--- config.mk ---
export PLATFORM = sky130hd
export DESIGN_NAME = lane_packer
export DESIGN_NICKNAME = d
export VERILOG_FILES = /design/src/rtl/lane_packer_pkg.sv /design/src/rtl/lane_packer_slot.sv /design/src/rtl/lane_packer.sv
export SDC_FILE = /design/constraint.sdc
export NUM_CORES = 1
export LEC_CHECK = 0
export ABC_AREA = 0
export ABC_CLOCK_PERIOD_IN_PS = 7800
export CAP_MARGIN = 10
export CORE_MARGIN = 3
export CORE_UTILIZATION = 40
export DETAILED_ROUTE_END_ITERATION = 12
export MAX_ROUTING_LAYER = met4
export SLEW_MARGIN = 15
export SYNTH_ARGS = -nofsm -noshare
export SYNTH_HDL_FRONTEND = slang
export SYNTH_HIERARCHICAL = 1
export SYNTH_SLANG_ARGS = --single-unit
--- constraint.sdc ---
create_clock -name ib_clk -period 7.8 [get_ports ib_clk]
set_input_delay 1.95 -clock ib_clk [delete_from_list [all_inputs] [get_ports ib_clk]]
set_output_delay 1.95 -clock ib_clk [all_outputs]
set_load 0.005 [all_outputs]
--- src/rtl/lane_packer_pkg.sv ---
// Shared constants, slot state encoding and sizing/mask helpers for lane_packer.
// The optional packet-end feature is enabled by defining PAR_PACKER_LAST_EN.
package lane_packer_pkg;

    localparam int LANE_BITS_DEF     = 16;
    localparam int PAR_GLB_DATA_BITS = 64;
    localparam int MAX_LANES         = 64;

    typedef enum logic {
        SLOT_EMPTY = 1'b0,
        SLOT_FULL  = 1'b1
    } slot_state_e;

    function automatic int lane_count(input int out_bits, input int lane_bits);
        return out_bits / lane_bits;
    endfunction

    // A 2-lane packer still needs one counter bit.
    function automatic int count_width(input int n);
        return (n <= 2) ? 1 : $clog2(n);
    endfunction

    function automatic logic [MAX_LANES-1:0] keep_mask(input int idx);
        logic [MAX_LANES-1:0] m;
        m = '0;
        for (int i = 0; i < MAX_LANES; i++) begin
            if (i <= idx) m[i] = 1'b1;
        end
        return m;
    endfunction

endpackage

--- src/rtl/lane_packer_slot.sv ---
// Output holding register for lane_packer: one word slot with valid/ready,
// loaded by a completing lane and held stable until the downstream accepts it.
module lane_packer_slot
    import lane_packer_pkg::*;
#(
    parameter int PAY_BITS = 64
) (
    input  logic                ib_clk,
    input  logic                ib_rst,
    input  logic                ib_load,
    input  logic [PAY_BITS-1:0] ivG_load_data,
    input  logic                ib_out_ready,
    output logic                ob_out_valid,
    output logic [PAY_BITS-1:0] ovG_out_data
);

    slot_state_e state_q, state_d;

    always_ff @(posedge ib_clk) begin
        if (ib_rst) begin
            state_q      <= SLOT_EMPTY;
            ovG_out_data <= '0;
        end else begin
            state_q <= state_d;
            if (ib_load) ovG_out_data <= ivG_load_data;
        end
    end

    // A load while FULL only arrives together with a word handshake, so it is a reload.
    always_comb begin
        // NOTE: default first so every path assigns state_d and no latch is inferred.
        state_d = state_q;
        case (state_q)
            SLOT_EMPTY: if (ib_load) state_d = SLOT_FULL;
            SLOT_FULL:  if (ib_out_ready && !ib_load) state_d = SLOT_EMPTY;
            default:    state_d = SLOT_EMPTY;
        endcase
    end

    assign ob_out_valid = (state_q == SLOT_FULL);

endmodule

--- src/rtl/lane_packer.sv ---
// Width-up packer: gathers narrow lanes into full words, lane 0 in the LSB slot.
// Define PAR_PACKER_LAST_EN to add in_last / out_keep / out_last packet framing.
module lane_packer
    import lane_packer_pkg::*;
#(
    parameter int PAR_OUT_BITS  = PAR_GLB_DATA_BITS,
    parameter int PAR_LANE_BITS = LANE_BITS_DEF,
    localparam int N            = lane_count(PAR_OUT_BITS, PAR_LANE_BITS),
    localparam int CW           = count_width(N)
) (
    input  logic                     ib_clk,
    input  logic                     ib_rst,
    input  logic                     ib_in_valid,
    output logic                     ob_in_ready,
    input  logic [PAR_LANE_BITS-1:0] ivG_in_data,
`ifdef PAR_PACKER_LAST_EN
    input  logic                     ib_in_last,
`endif
    output logic                     ob_out_valid,
    input  logic                     ib_out_ready,
    output logic [PAR_OUT_BITS-1:0]  ovG_out_data
`ifdef PAR_PACKER_LAST_EN
    ,
    output logic [N-1:0]             ovG_out_keep,
    output logic                     ob_out_last
`endif
);

    logic [CW-1:0]           cnt;
    logic [PAR_OUT_BITS-1:0] asm_q;
    logic [PAR_OUT_BITS-1:0] word;
    logic                    closes_word;
    logic                    accept;
    logic                    complete;

`ifdef PAR_PACKER_LAST_EN
    assign closes_word = (cnt == CW'(N - 1)) || ib_in_last;
`else
    assign closes_word = (cnt == CW'(N - 1));
`endif

    // A completing lane may only enter when the slot is free or being drained now.
    assign ob_in_ready = !ib_rst && !(closes_word && ob_out_valid && !ib_out_ready);
    assign accept      = ib_in_valid && ob_in_ready;
    assign complete    = accept && closes_word;

    always_ff @(posedge ib_clk) begin
        if (ib_rst) begin
            cnt <= '0;
        end else if (accept) begin
            cnt <= complete ? '0 : cnt + CW'(1);
        end
    end

    // NOTE: the assembly register is pure datapath and deliberately has no reset;
    // every slot that reaches the output is written (or zero-filled) first.
    always_ff @(posedge ib_clk) begin
        if (accept) asm_q[int'(cnt)*PAR_LANE_BITS +: PAR_LANE_BITS] <= ivG_in_data;
    end

    // Word as it will look once the current lane lands in slot cnt.
    always_comb begin
        word = asm_q;
        for (int i = 0; i < N; i++) begin
            if (i == int'(cnt)) begin
                word[i*PAR_LANE_BITS +: PAR_LANE_BITS] = ivG_in_data;
            end
`ifdef PAR_PACKER_LAST_EN
            else if (i > int'(cnt)) begin
                word[i*PAR_LANE_BITS +: PAR_LANE_BITS] = '0;
            end
`endif
        end
    end

`ifdef PAR_PACKER_LAST_EN
    localparam int PAY_BITS = PAR_OUT_BITS + N + 1;
    logic [N-1:0]        keep;
    logic [PAY_BITS-1:0] pay_in, pay_out;

    assign keep   = N'(keep_mask(int'(cnt)));
    assign pay_in = {ib_in_last, keep, word};
    assign {ob_out_last, ovG_out_keep, ovG_out_data} = pay_out;
`else
    localparam int PAY_BITS = PAR_OUT_BITS;
    logic [PAY_BITS-1:0] pay_in, pay_out;

    assign pay_in       = word;
    assign ovG_out_data = pay_out;
`endif

    lane_packer_slot #(
        .PAY_BITS (PAY_BITS)
    ) u_slot (
        .ib_clk        (ib_clk),
        .ib_rst        (ib_rst),
        .ib_load       (complete),
        .ivG_load_data (pay_in),
        .ib_out_ready  (ib_out_ready),
        .ob_out_valid  (ob_out_valid),
        .ovG_out_data  (pay_out)
    );

endmodule

==> impl_metrics.toml <==
[synthesis]
most_repeated_cell_in_the_gate_level_netlist_after_synthesis = "dfxtp_1"
yosys.area.top_type = "edfxtp_1"
synth_edf_count = 64
syn-mean-instance-area_sq_um = 12.8
synth-main-ff-cell = "dfxtp_1"
ys_top_cells_by_count = "dfxtp_1, nor2_1"
synth_top_area_share_pct = 33.3
syn_area_sq_mm = 0.00578
post_syn_nets = 481
synth_seq_cells = 131
synth_cell_type_count = 28
synth-async-reset-ratio_pct = 0
yosysWarnings = 6
synth.top_cells.by_area = "edfxtp_1, dfxtp_1, mux2_2"
post_synth_inst_count = 453
synth.yosys.seq_area_share_pct = 56.5

[global_routing]
initial_antenna_violation_count = 0
track_usage_pct = 17.0
vias_in_the_first_global_route = 3608
pin_count_of_the_biggest_net_entering_global_routing = 74
grt_first_pass_wirelength_microns = 20000
globalRouteOverflowTotal = 0

[sta]
max_freq_ghz = 0.186
finalSetupViolations = 0
fin_skew_ns = 0.00689
rsz_0062_raised_after_global_routing = "false"
setup_total_negative_slack_ns = 0
final.setup.worst_slack_ns = 2.42
timing_hold_violations_final = 0
final_worst_path_period_share_pct = 69.0
final-max-slew-violation-count = 0
final.min_clock_period_ns = 5.38
worst_pin_slew_ns = 0.977
worst_slew_margin_rel_pct = 34.9

[detailed_routing]
drtAntennaViolNets = 0
routed_via_density = 4.87
drt-total-wl_microns = 12500
detailroute.via_count = 3542
detailedRoute.firstIterationViolations = 225
routed_wire_length_per_instance_microns = 17.1
detail_route.drc_violations = 0
drt_pre_antenna_iters = 4

[clock_network]
post_cts_buffers = 0
cts_clock_pin_slew_for_the_worst_setup_and_hold_paths_ns = 0.05
clock_insertion_delay_worst_skew_ns = 0.42
number_of_buffers_added_by_the_clock_tree_synthesis_step = 17
tritoncts_clock_tree = "built"
clock_tree.buffer_depth = 2
cts_hold_buffers = 0
clock-sinks = 131
ctsHtreeMaxLevel = 4
clk_root_buffer_cell = "clkbuf_16"
post_cts_resize_count = 0

[die]
chipHeight_microns = 126
num_rows = 43
core-area_sq_mm = 0.0140
floorplan.die.width_microns = 126
start_util_pct = 41.3
fp.dieArea_sq_mm = 0.0159
ioPinCount = 86

[power_and_ir_drop]
fin_total_pwr_w = 0.00152
power-per-cell-area_mw_per_mm2 = 212
comb_power_share_pct = 7.5
power_frac_clock_pct = 44.0
leakagePower_nw = 2.51
power.internal_w = 0.00119
irDropWorstVdd_mv = 0.126
register_share_of_total_power_pct = 48.5
total_switching_power_w = 0.000336
swShare_pct = 22.0

[setup_path]
cp_cell_sequence = "clkdlybuf4s50_1 > and3b_1 > nor2_1 > clkdlybuf4s50_1"
crit_required_ns = 5.85
cp_slowest_stage_delay_ns = 0.53
slowest_cell_on_the_critical_path = "clkdlybuf4s50_1"
critical_path_class = "input pin to primary output"
path_depth = 4
endpoint_kind = "primary output"
start_kind = "input pin"
crit_family = "buffers and inverters"
worstPathArrival_ns = 3.43
worst-r2r-cell-count = 6
timing.critical_path.buf_inv = 2
crit_path_frequent_cell = "clkdlybuf4s50_1"
critical_path.max_fanout = 7

[min_path]
timing.hold.worst.class = "flop to flop"
timing.hold.worst_path_depth = 2

[placement]
dp_hpwl_microns = 7760
post-place-ws_ns = 2.44
gp_congestion = 0.731
port_buffers = 85

[layout]
final_layout_size_suffix_gt1_share_pct = 18.6
insertedDiodeCount = 0
design.final.nets = 563
flow.area_growth_from_synthesis_pct = 24.6

[run]
max-cap-violations = 0

[status]
outcome = "finished clean"
worst paths after layout:
path / endpoint / slack, ns / from
setup / recovery: ob_in_ready / 2.42 / ib_out_ready
hold / removal: u_slot/ovG_out_data[45] / 0.49 / u_slot/ovG_out_data[45]
setup reg to reg: u_slot/ovG_out_data[60] / 4.86 / cnt[0]
hold reg to reg: u_slot/ovG_out_data[45] / 0.49 / u_slot/ovG_out_data[45]
power groups by stage:
stage	clock network [W]	registers (W)	logic (W)
2_1_floorplan	0	0.000752	0.0000759
3_3_place_gp	0	0.000752	0.000115
3_5_place_dp	0	0.000753	0.000116
4_1_cts	0.000690	0.000739	0.000116
5_1_grt	0.000716	0.000740	0.000125
6_report	0.000672	0.000739	0.000114
routing by layer:
| metal | routed length, microns | track usage (%) | up-vias | share of wire (%) |
|---|---|---|---|---|
| met4 | 201 | 6.69 | 0 | 1.6 |
| met1 | 6030 | 23.0 | 1703 | 48 |
| met2 | 5720 | 24.7 | 84 | 46 |
| met5 | 0 | - | - | 0 |
| met3 | 524 | 4.07 | 19 | 4.2 |
| li1 | - | - | 1736 | - |
per-stage QoR:
| stage | util (%) | cell area, sq um | hold WS, ns | std cells |
|---|---|---|---|---|
| after CTS | 51.5 | 7200 | 0.495 | 728 |
| after global routing | 51.5 | 7200 | 0.516 | 728 |
| after floorplan | - | 5780 | 0.485 | 453 |
| final | 51.5 | 7200 | 0.488 | 728 |
| after global placement | 47.9 | 6710 | 0.472 | 696 |
| after detailed placement | 47.9 | 6710 | 0.481 | 696 |
worst register-to-register path: cells and delay by family, from the launching register on:
family,cells,cell delay [ns]
simple gates,3,0.68
buf+inv,1,0.40
fa+ha+maj,1,0.81
flops,1,0.60
mux,1,0.30
registers in the layout, indices dropped and copies added (netlist names):
name                 flops
asm_q                   64
cnt                      2
u_slot/ovG_out_data     64
u_slot/ob_out_valid      1
layout by cell type (no fill, tap or decap), types with 5 or more instances in the layout:
master,count
and2_1,64
mux2i_1,64
dfxtp_1,67
clkinv_1,9
clkdlybuf4s50_1,84
nand2_1,6
nor2_1,65
mux2_2,64
edfxtp_1,64
buf_4,7
clkbuf_16,17
nor3_2,5
ha_1,8
logic make-up after synthesis:
kind of cell | after synthesis | synth area share, %
multiplexers | 128 | 23.6
AND/OR/NAND/NOR | 150 | 13.7
AO/OA/AOI/OAI | 3 | 0.390
buffers and inverters | 33 | 4.11
flip-flops | 131 | 56.5
adder cells (fa/ha/maj) | 8 | 1.73
final cells by class:
| class | count | area, sq um |
|---|---|---|
| Clock buffer | 21 | 450 |
| Clock inverter | 11 | 43.8 |
| Fill cell | 1269 | 6790 |
| Inverter | 4 | 15.0 |
| Multi-Input combinational cell | 289 | 2300 |
| Sequential cell | 131 | 3260 |
| Tap cell | 180 | 225 |
| Timing Repair Buffer | 92 | 898 |
(Power assumes the default switching activity.)
